--- config.mk ---
export PLATFORM = sky130hd
export DESIGN_NAME = wb_arb
export DESIGN_NICKNAME = d
export VERILOG_FILES = /design/src/rtl/wb_pkg.sv /design/src/rtl/wb_fifo.sv /design/src/rtl/wb_arb.sv
export SDC_FILE = /design/constraint.sdc
export NUM_CORES = 1
export LEC_CHECK = 0
export CORE_MARGIN = 5
export CORE_UTILIZATION = 50
export DETAILED_ROUTE_END_ITERATION = 12
export PLACE_DENSITY = 0.81
export SETUP_SLACK_MARGIN = 0.1
export SLEW_MARGIN = 0
export SYNTH_ARGS = -nofsm -noshare
export SYNTH_HDL_FRONTEND = slang
export SYNTH_SLANG_ARGS = --single-unit
--- constraint.sdc ---
create_clock -name clk -period 2.9 [get_ports clk]
set_clock_uncertainty 0.2 [all_clocks]
set_input_delay 0.58 -clock clk [delete_from_list [all_inputs] [get_ports clk]]
set_output_delay 0.58 -clock clk [all_outputs]
set_load 0.01 [all_outputs]
--- src/rtl/wb_pkg.sv ---
// Shared types for the write-back arbiter: default widths, the write request
// record and the grant selector.
package wb_pkg;

  localparam int unsigned WB_ADDR_WIDTH = 4;
  localparam int unsigned WB_DATA_WIDTH = 32;

  typedef struct packed {
    logic [WB_ADDR_WIDTH-1:0] addr;
    logic [WB_DATA_WIDTH-1:0] data;
  } wb_req_t;

  typedef enum logic [1:0] {
    GNT_IDLE,
    GNT_ALU,
    GNT_BUF,
    GNT_STARVE
  } wb_gnt_e;

endpackage

--- src/rtl/wb_fifo.sv ---
// Load-result buffer: in-order ring of {addr, data} entries with a per-slot
// valid mask exported so the arbiter can build its pending-register vector.
module wb_fifo
  import wb_pkg::*;
#(
  parameter int unsigned AW    = WB_ADDR_WIDTH,
  parameter int unsigned DW    = WB_DATA_WIDTH,
  parameter int unsigned DEPTH = 2,
  localparam int unsigned CW   = $clog2(DEPTH + 1)
) (
  input  logic                      clk_i,
  input  logic                      rstn_i,
  input  logic                      push_i,
  input  logic [AW-1:0]             push_addr_i,
  input  logic [DW-1:0]             push_data_i,
  input  logic                      pop_i,
  output logic                      full_o,
  output logic                      empty_o,
  output logic [CW-1:0]             count_o,
  output logic [AW-1:0]             head_addr_o,
  output logic [DW-1:0]             head_data_o,
  output logic [DEPTH-1:0][AW-1:0]  ent_addr_o,
  output logic [DEPTH-1:0]          ent_valid_o
);

  localparam int unsigned PW = (DEPTH > 1) ? $clog2(DEPTH) : 1;

  logic [DEPTH-1:0][AW-1:0] addr_q;
  logic [DEPTH-1:0][DW-1:0] data_q;
  logic [DEPTH-1:0]         valid_q;
  logic [PW-1:0]            wr_ptr_q, rd_ptr_q;
  logic [CW-1:0]            count_q, count_d;
  logic                     do_push, do_pop;

  function automatic logic [PW-1:0] ptr_inc(input logic [PW-1:0] p);
    return (p == PW'(DEPTH - 1)) ? '0 : p + 1'b1;
  endfunction

  assign full_o      = (count_q == CW'(DEPTH));
  assign empty_o     = (count_q == '0);
  assign count_o     = count_q;
  assign head_addr_o = addr_q[rd_ptr_q];
  assign head_data_o = data_q[rd_ptr_q];
  assign ent_addr_o  = addr_q;
  assign ent_valid_o = valid_q;

  assign do_push = push_i && !full_o;
  assign do_pop  = pop_i && !empty_o;

  always_comb begin
    count_d = count_q;
    unique case ({do_push, do_pop})
      2'b10:   count_d = count_q + 1'b1;
      2'b01:   count_d = count_q - 1'b1;
      default: count_d = count_q;
    endcase
  end

  always_ff @(posedge clk_i or negedge rstn_i) begin
    if (!rstn_i) begin
      addr_q   <= '0;
      data_q   <= '0;
      valid_q  <= '0;
      wr_ptr_q <= '0;
      rd_ptr_q <= '0;
      count_q  <= '0;
    end else begin
      // Push and pop never address the same slot: pop needs non-empty, push needs non-full.
      if (do_push) begin
        addr_q[wr_ptr_q]  <= push_addr_i;
        data_q[wr_ptr_q]  <= push_data_i;
        valid_q[wr_ptr_q] <= 1'b1;
        wr_ptr_q          <= ptr_inc(wr_ptr_q);
      end
      if (do_pop) begin
        valid_q[rd_ptr_q] <= 1'b0;
        rd_ptr_q          <= ptr_inc(rd_ptr_q);
      end
      count_q <= count_d;
    end
  end

endmodule

--- src/rtl/wb_arb.sv ---
// Register-file write-back arbiter: ALU results win the single write slot,
// loads go through wb_fifo and are forced through after STARVE_MAX lost cycles.
// Optional WB_BYPASS_EN adds byp_* forwarding outputs mirroring the write port.
module wb_arb
  import wb_pkg::*;
#(
  parameter int unsigned ADDR_WIDTH = WB_ADDR_WIDTH,
  parameter int unsigned DATA_WIDTH = WB_DATA_WIDTH,
  parameter int unsigned FIFO_DEPTH = 2,
  parameter int unsigned STARVE_MAX = 3
) (
  input  logic                              clk,
  input  logic                              rstn,
  input  logic                              alu_valid,
  input  logic [ADDR_WIDTH-1:0]             alu_addr,
  input  logic [DATA_WIDTH-1:0]             alu_data,
  output logic                              alu_ready,
  input  logic                              ld_valid,
  input  logic [ADDR_WIDTH-1:0]             ld_addr,
  input  logic [DATA_WIDTH-1:0]             ld_data,
  output logic                              ld_ready,
  output logic                              WrEn,
  output logic [ADDR_WIDTH-1:0]             WrAddr,
  output logic [DATA_WIDTH-1:0]             WrData,
  output logic [2**ADDR_WIDTH-1:0]          pending,
  output logic [$clog2(FIFO_DEPTH+1)-1:0]   fifo_cnt
`ifdef WB_BYPASS_EN
  ,
  output logic                              byp_valid,
  output logic [ADDR_WIDTH-1:0]             byp_addr,
  output logic [DATA_WIDTH-1:0]             byp_data
`endif
);

  localparam int unsigned CW = $clog2(FIFO_DEPTH + 1);
  localparam int unsigned SW = $clog2(STARVE_MAX + 1);

  logic                                 full, empty, push, pop, starve;
  logic [CW-1:0]                        cnt;
  logic [ADDR_WIDTH-1:0]                head_addr, sel_addr;
  logic [DATA_WIDTH-1:0]                head_data, sel_data;
  logic [FIFO_DEPTH-1:0][ADDR_WIDTH-1:0] ent_addr;
  logic [FIFO_DEPTH-1:0]                ent_valid;
  wb_gnt_e                              gnt;
  logic [SW-1:0]                        scnt_q, scnt_d;
  logic                                 wr_en_q, wr_en_d;
  logic [ADDR_WIDTH-1:0]                wr_addr_q;
  logic [DATA_WIDTH-1:0]                wr_data_q;

  wb_fifo #(
    .AW    (ADDR_WIDTH),
    .DW    (DATA_WIDTH),
    .DEPTH (FIFO_DEPTH)
  ) u_fifo (
    .clk_i       (clk),
    .rstn_i      (rstn),
    .push_i      (push),
    .push_addr_i (ld_addr),
    .push_data_i (ld_data),
    .pop_i       (pop),
    .full_o      (full),
    .empty_o     (empty),
    .count_o     (cnt),
    .head_addr_o (head_addr),
    .head_data_o (head_data),
    .ent_addr_o  (ent_addr),
    .ent_valid_o (ent_valid)
  );

  assign ld_ready  = !full;
  assign push      = ld_valid && ld_ready;
  assign fifo_cnt  = cnt;
  assign starve    = !empty && (scnt_q >= SW'(STARVE_MAX));
  assign alu_ready = !starve;

  always_comb begin
    gnt = GNT_IDLE;
    if (starve)         gnt = GNT_STARVE;
    else if (alu_valid) gnt = GNT_ALU;
    else if (!empty)    gnt = GNT_BUF;
  end

  assign pop      = (gnt == GNT_STARVE) || (gnt == GNT_BUF);
  assign sel_addr = pop ? head_addr : alu_addr;
  assign sel_data = pop ? head_data : alu_data;
  // Register 0 is hardwired: the grant is still consumed, only the write is dropped.
  assign wr_en_d  = (gnt != GNT_IDLE) && (sel_addr != '0);

  always_comb begin
    scnt_d = scnt_q;
    if (pop)                                         scnt_d = '0;
    else if (!empty && (scnt_q < SW'(STARVE_MAX)))   scnt_d = scnt_q + 1'b1;
  end

  always_comb begin
    pending = '0;
    for (int unsigned i = 0; i < FIFO_DEPTH; i++) begin
      if (ent_valid[i]) pending[ent_addr[i]] = 1'b1;
    end
    pending[0] = 1'b0;
  end

  always_ff @(posedge clk or negedge rstn) begin
    if (!rstn) begin
      scnt_q    <= '0;
      wr_en_q   <= 1'b0;
      wr_addr_q <= '0;
      wr_data_q <= '0;
    end else begin
      scnt_q  <= scnt_d;
      wr_en_q <= wr_en_d;
      if (wr_en_d) begin
        wr_addr_q <= sel_addr;
        wr_data_q <= sel_data;
      end
    end
  end

  assign WrEn   = wr_en_q;
  assign WrAddr = wr_addr_q;
  assign WrData = wr_data_q;

`ifdef WB_BYPASS_EN
  assign byp_valid = wr_en_q;
  assign byp_addr  = wr_addr_q;
  assign byp_data  = wr_data_q;
`endif

endmodule

==> run summary, run 1 <==
Status: complete, no violations
Post-synth top area cell: dfrtp_1
RePlAce Congestion: 0.894
DRC: 0
Max layer used: met4
Chip width: 114 um
Inst Count DP: 677
Reg clk slew, reported paths: 0.05 ns
Startpoint Class: flip-flop
Slew @ Worst Pin: 0.712 ns
Root Driver: clkbuf_8
Initial core utilization: 0.508
Storage cell area: 2930 um^2
Dominant cells by area after synthesis: dfrtp_1 54%, mux2_2 15%, o221ai_2 8.0%
Critical path required time: 2.12 ns
Distinct cells, synth: 37
Area Growth Syn to Fin: 38.2%
GR Util All Layers: 0.206
Syn_nets: 497
CP bufs+invs: 1
Overflow after GRT: 0
Hpwl dp: 8.84 mm
ANT nets after route: 0
Diode count: 0
Net switching power: 2.92 mW
Fin crit period: 2.74 ns
Worst path max stage delay: 0.56 ns
Crit share post-route: 0.946
Largest net degree at the start of global routing: 49
Global-route wire length before repair: 21.0 mm
Setup violators final: 0
Post-synthesis sequential area ratio: 0.536
Fmax: 0.365 GHz
Final Slew Violations: 0
CTS tree: built
Layout cell share with drive strength beyond 1: 0.286
Full die area: 13,100 um^2
Synth top area share: 0.536
Count leader, synth: dfrtp_1
CP top delay family: buffers and inverters
Slowest stage cell, crit path: clkdlybuf4s50_1
Max Cap Violations: 0
Number of antenna violations at the first check in global routing: 0
Met3 Wirelength: 705 um
Worst reg2reg path depth: 4
Syn Area/Cell: 13.0 um^2
Critical Path AT: 1.96 ns
Number of flops mapped to enable cells by yosys: 0
Clk buf depth: 2
TritonCTS Buffers: 17
Largest family of logic cells by synthesized area: multiplexers
Ys async rst share: 1.00
Switching Fraction: 0.335
Fillers: 763
Leakage: 3.30 nW
Mux contribution to synthesized area: 0.218
WS Path Type: reg2out
Post-Syn Area: 5460 um^2
Clock network fraction of total power: 0.232
CP cell instances: nand2b_1, o22ai_1, clkdlybuf4s50_1
VDD IR max: 0.650 mV
Seq cells post-synth: 117
Vias: 3,901
Synth Area in XOR/XNOR: 0.00802
WL met1: 5.15 mm
Multi-input logic area: 2270 um^2
Post-Syn Instances: 419
Top FF cell, synth: dfrtp_1
Unrepaired setup endpoints after global routing: true
Max-slew headroom: 0.525
Num Clock Sinks: 117
Initial DRC count: 202
Min-delay worst type: reg2reg
Cell Int Power: 5.79 mW
Comb pwr share: 0.418
Worst setup EP type: primary output
Yosys warning count: 0
Synth Area in Adders: 0.00459
WP depth: 3
Simple-gate share of the synthesized area: 0.0569
Via density per instance: 5.49
Met2 WL: 6.73 mm
Setup TNS: 0 ns
Final hold viol count: 0
Row count: 38
CP max FO: 8
Die height: 114 um
IO Pins: 133
Seq pwr share: 0.351
Clk Latency, worst-skew pair: 0.50 ns
Post-synthesis compound-gate area fraction: 0.124
Routed length per instance: 18.1 um
Core Area: 10,700 um^2
Most common library cells after synthesis: 117 x dfrtp_1, 73 x mux2_2, 37 x mux2i_1
Vias in the first global route: 4,232
Post-Route WL: 12.9 mm
DRT Pass-1 Iters: 4
Pwr dens: 1150 nW/um^2
Input/output buffers: 131
Nets@finish: 636
Hold Crit Depth: 1
Finished Layout Cells: 710
H-tree depth: 4
-- cell usage in the layout (no fill, tap or decap), types with 6 or more instances in the layout --
cell             netlist  routed
o221ai_2              29      29
clkbuf_8               0       6
nand2_1               36      35
clkdlybuf4s50_1        0     119
dlygate4sd2_1          0       6
mux2i_1               37      37
buf_4                  4       9
mux2_2                73      73
dfrtp_1              117     113
o22ai_1               14      14
inv_1                 35      35
clkbuf_16              0      16
nand2b_1               6       6
-- worst register-to-register path, stage by stage, from the launching register on --
cell and delay (ns):
dfrtp_1 0.46, o21ai_0 0.32, and3_1 0.37, a21o_4 0.50
o221ai_1 0.22
-- per-layer routing --
layer,global-route usage,up-vias
li1,-,1791
met1,0.237,1968
met2,0.361,118
met3,0.0640,24
met4,0.0768,0
met5,0,-
-- stage by stage --
stage	total power, mW	hold slack (ns)	setup WS, ns	util	instance area (um^2)
finish	8.71	0.303	0.158	0.702	7540
global route	9.26	0.310	0.0628	0.702	7540
CTS	8.80	0.305	0.116	0.701	7530
detailed placement	6.75	0.293	0.0882	0.646	6940
global placement	6.59	0.287	0.170	0.646	6940
floorplan	5.32	0.0844	0.712	-	5460
-- power by group through the flow --
stage | Clock [mW] | Sequential, mW | Combinational [mW]
6_report | 2.02 | 3.06 | 3.64
5_1_grt | 2.14 | 3.17 | 3.95
4_1_cts | 2.05 | 3.05 | 3.70
3_5_place_dp | 0 | 3.06 | 3.69
3_3_place_gp | 0 | 3.01 | 3.58
2_1_floorplan | 0 | 3.02 | 2.31
-- state kept, by name, indices dropped and copies added, names as in the netlist --
register	flops
u_fifo.rd_ptr_q	1
WrData	32
scnt_q	2
u_fifo.ent_addr_o	8
WrEn	1
u_fifo.ent_valid_o	2
u_fifo.data_q	64
u_fifo.wr_ptr_q	1
u_fifo.count_o	2
WrAddr	4
-- repair_timing --
action | 4_1_cts | 5_1_grt
setup buffers | 0 | 1
pin swaps | 0 | 0
endpoints found under the hold margin | 46 | 0
resized for setup | 10 | 7
endpoints found under the setup margin | 8 | 6
hold buffers | 1 | 0
-- layout make-up --
class,count,share of cell area
clock inverter,8,0.0129
timing repair buffer,144,0.193
sequential,117,0.389
tap,140,0.0232
clock buffer,23,0.0645
multi-input combinational,243,0.300
inverter,35,0.0174
-- kinds of logic (layout without fill, tap and decap cells) --
group / after synthesis / count (layout)
buf+inv: 59 / 210
flops: 117 / 117
mux: 110 / 110
other cells: 1 / 1
fa+ha+maj: 2 / 2
compound gates: 61 / 61
xor+xnor: 5 / 5
simple gates: 64 / 64
-- final timing paths --
path / startpoint / end / slack (ns)
setup / recovery: u_fifo.ent_addr_o[7]$_DFFE_PN0P_ / pending[7] / 0.16
hold / removal: u_fifo.data_q[10]$_DFFE_PN0P_ / u_fifo.data_q[10]$_DFFE_PN0P_ / 0.30
setup reg to reg: u_fifo.count_o[0]$_DFFE_PN0P_ / WrData[1]$_DFFE_PN0P_ / 0.67
hold reg to reg: u_fifo.data_q[10]$_DFFE_PN0P_ / u_fifo.data_q[10]$_DFFE_PN0P_ / 0.30
max in group asynchronous: rstn / u_fifo.ent_addr_o[3]$_DFFE_PN0P_ / 1.39
min in group asynchronous: rstn / u_fifo.ent_valid_o[1]$_DFF_PN0_ / 0.45
(Power assumes the default switching activity.)
==> run 2: changes to the inputs <==
CORE_MARGIN = 2   (was 5)
PLACE_DENSITY = 0.8   (was 0.81)
SYNTH_HIERARCHICAL = 1   (was unset)
==> run summary, run 2 <==
Status: complete, no violations (unchanged)
Hpwl dp: 8.94 mm (was 8.84 mm)
Most common library cells after synthesis: 117 x dfrtp_1, 107 x mux2_2, 63 x mux2_4 (was 117 x dfrtp_1, 73 x mux2_2, 37 x mux2i_1)
Final design utilization: 0.688 (was 0.702)
Number of antenna violations at the first check in global routing: 0 (unchanged)
Dominant cells by area after synthesis: dfrtp_1 50%, mux2_2 21%, mux2_4 16% (was dfrtp_1 54%, mux2_2 15%, o221ai_2 8.0%)
Leakage: 3.39 nW (was 3.30 nW)
Root Driver: clkbuf_16 (was clkbuf_8)
Switching Fraction: 0.305 (was 0.335)
Most frequent cells in the layout: 127 x clkdlybuf4s50_1, 116 x dfrtp_1, 107 x mux2_2, 63 x mux2_4, 17 x clkbuf_16 (was 119 x clkdlybuf4s50_1, 113 x dfrtp_1, 73 x mux2_2, 37 x mux2i_1)
Register name with the most flops: u_fifo/data_q (was u_fifo.data_q)
Seq pwr share: 0.327 (was 0.351)
Final hold viol count: 0 (unchanged)
Fmax: 0.369 GHz (was 0.365 GHz)
Fin crit period: 2.71 ns (was 2.74 ns)
Setup TNS: 0 ns (unchanged)
Clk Latency, worst-skew pair: 0.41 ns (was 0.50 ns)
Yosys warning count: 6 (was 0)
Critical Path AT: 1.93 ns (was 1.96 ns)
CP max FO: 6 (was 8)
Overflow after GRT: 0 (unchanged)
Vias: 3,767 (was 3,901)
Min-delay worst type: reg2reg (unchanged)
Clock network fraction of total power: 0.210 (was 0.232)
Comb pwr share: 0.463 (was 0.418)
Vias in the first global route: 4,140 (was 4,232)
WS Path Type: reg2out (unchanged)
Largest net degree at the start of global routing: 68 (was 49)
Diode count: 0 (unchanged)
Final Slew Violations: 0 (unchanged)
Max Cap Violations: 0 (unchanged)
Chip width: 112 um (was 114 um)
IO Pins: 133 (unchanged)
Row count: 39 (was 38)
Max reg flops: 64 (unchanged)
Unrepaired setup endpoints after global routing: false (was true)
Cell Int Power: 6.63 mW (was 5.79 mW)
Post-synth top area cell: dfrtp_1 (unchanged)
Layout cell share with drive strength beyond 1: 0.409 (was 0.286)
Commonest non-fill, non-tap cell in the layout: clkdlybuf4s50_1 (unchanged)
Reg2Reg Launch Point: u_fifo/rd_ptr_q$_DFFE_PN0P_ (was u_fifo.count_o[0]$_DFFE_PN0P_)
Syn Area/Cell: 15.0 um^2 (was 13.0 um^2)
VDD IR max: 0.582 mV (was 0.650 mV)
Critical path required time: 2.12 ns (about the same)
Pwr dens: 1210 nW/um^2 (was 1150 nW/um^2)
Area Growth Syn to Fin: 34.5% (was 38.2%)
Seq cells post-synth: 117 (unchanged)
Synth top area share: 0.501 (was 0.536)
Number of flops mapped to enable cells by yosys: 0 (unchanged)
Crit share post-route: 0.935 (was 0.946)
Input/output buffers: 131 (unchanged)
Initial core utilization: 0.512 (was 0.508)
CTS tree: built (unchanged)
Post-Syn Instances: 389 (was 419)
Reg clk slew, reported paths: 0.05 ns (about the same)
Ys async rst share: 1.00 (unchanged)
CP cell instances: or2_2, o22ai_1, clkdlybuf4s50_1 (was nand2b_1, o22ai_1, clkdlybuf4s50_1)
Syn_nets: 467 (was 497)
RePlAce Congestion: 0.933 (was 0.894)
H-tree depth: 4 (unchanged)
Num Clock Sinks: 117 (unchanged)
Die height: 112 um (was 114 um)
Net switching power: 2.91 mW (was 2.92 mW)
Worst path max stage delay: 0.56 ns (about the same)
Min-delay src: u_fifo/data_q[63]$_DFFE_PN0P_ (was u_fifo.data_q[10]$_DFFE_PN0P_)
Slowest stage cell, crit path: clkdlybuf4s50_1 (unchanged)
Via density per instance: 5.49 (about the same)
Top FF cell, synth: dfrtp_1 (unchanged)
Post-Syn Area: 5850 um^2 (was 5460 um^2)
DRC: 0 (unchanged)
Full die area: 12,600 um^2 (was 13,100 um^2)
Global-route wire length before repair: 21.5 mm (was 21.0 mm)
Distinct cells, synth: 39 (was 37)
GR Util All Layers: 0.220 (was 0.206)
Post-synthesis sequential area ratio: 0.501 (was 0.536)
Setup bufs post-CTS: 0 (unchanged)
Initial DRC count: 229 (was 202)
ANT nets after route: 0 (unchanged)
Count leader, synth: dfrtp_1 (unchanged)
Nets@finish: 610 (was 636)
Post-Route WL: 13.1 mm (was 12.9 mm)
TritonCTS Buffers: 17 (unchanged)
Worst setup EP type: primary output (unchanged)
Clk buf depth: 2 (unchanged)
Worst setup path start: u_fifo/ent_addr_o[1]$_DFFE_PN0P_ (was u_fifo.ent_addr_o[7]$_DFFE_PN0P_)
Core Area: 11,400 um^2 (was 10,700 um^2)
Setup violators final: 0 (unchanged)
Startpoint Class: flip-flop (unchanged)
DRT Pass-1 Iters: 4 (unchanged)
Routed length per instance: 19.0 um (was 18.1 um)
## run 2: changes by cell type after synthesis, moves of 5 or more
cell and delta:
mux2i_1 -36, mux2_2 +34, nand2_1 -33, buf_12 +5
inv_1 -27, o221ai_2 -29, mux2_4 +63
## run 2: power by group through the flow
stage / clock network (mW) / logic (mW) / registers (mW)
5_1_grt: 2.12 / 4.71 / 3.24
2_1_floorplan: 0 / 3.08 / 3.05
3_3_place_gp: 0 / 4.29 / 3.05
6_report: 2.01 / 4.42 / 3.12
3_5_place_dp: 0 / 4.43 / 3.10
4_1_cts: 2.05 / 4.45 / 3.12
## run 2: path summary, 6_finish.rpt
kind	endpoint	slack (ns)	depth (start not counted)
worst max-delay path	pending[8]	0.19	3
worst min-delay path	u_fifo/data_q[63]$_DFFE_PN0P_	0.28	1
worst max register to register	WrData[29]$_DFFE_PN0P_	0.19	6
worst min register to register	u_fifo/data_q[63]$_DFFE_PN0P_	0.28	1
max in group asynchronous	u_fifo/rd_ptr_q$_DFFE_PN0P_	1.40	3
min in group asynchronous	WrData[22]$_DFFE_PN0P_	0.40	2
## run 2: cell families after synthesis
logic type / share of synthesized area
multiplexers: 0.377
flip-flops: 0.501
AND/OR/NAND/NOR: 0.0327
buffers and inverters: 0.0437
AO/OA/AOI/OAI: 0.0315
XOR/XNOR: 0.00899
adder cells (fa/ha/maj): 0.00428
other: 0.000642
## run 2: cell type report
type / count / area (um^2)
Fill cell: 815 / 3560
Sequential cell: 117 / 2930
Multi-Input combinational cell: 242 / 2680
Timing Repair Buffer: 145 / 1460
Clock buffer: 27 / 533
Tap cell: 143 / 179
Clock inverter: 3 / 40.0
Inverter: 9 / 33.8
## run 2: through the flow
stage	power, mW	setup slack, ns	hold slack, ns	area, um^2	instances
after floorplan	6.13	0.101	0.0844	5850	389
after global placement	7.34	0.223	0.261	7280	655
after detailed placement	7.53	0.159	0.275	7280	655
after CTS	9.62	0.149	0.286	7860	686
after global routing	10.1	0.122	0.301	7860	686
final	9.55	0.189	0.284	7860	686
## run 2: critical path, delay by kind of cell, from the launching register on
family	cells	cell delay, ns
buf+inv	1	0.56
simple gates	1	0.35
flops	1	0.43
compound gates	1	0.18
## run 2: repair_timing
action / CTS / global route
hold buffers: 1 / 0
resized for setup: 3 / 1
endpoints found under the setup margin: 3 / 1
hold endpoints to repair: 21 / 0
## run 2: layer usage
metal / up-vias / track usage / part of all wire
met5: - / 0 / 0
met4: 0 / 0.0959 / 0.025
met3: 25 / 0.0567 / 0.051
met2: 127 / 0.369 / 0.51
met1: 1924 / 0.268 / 0.42
li1: 1691 / - / -
==> run 3: changes to the inputs <==
SLEW_MARGIN = 20   (was 0)
==> results of run 3 <==
No change in the layout: final DEF, timing and power equal those of run 2.
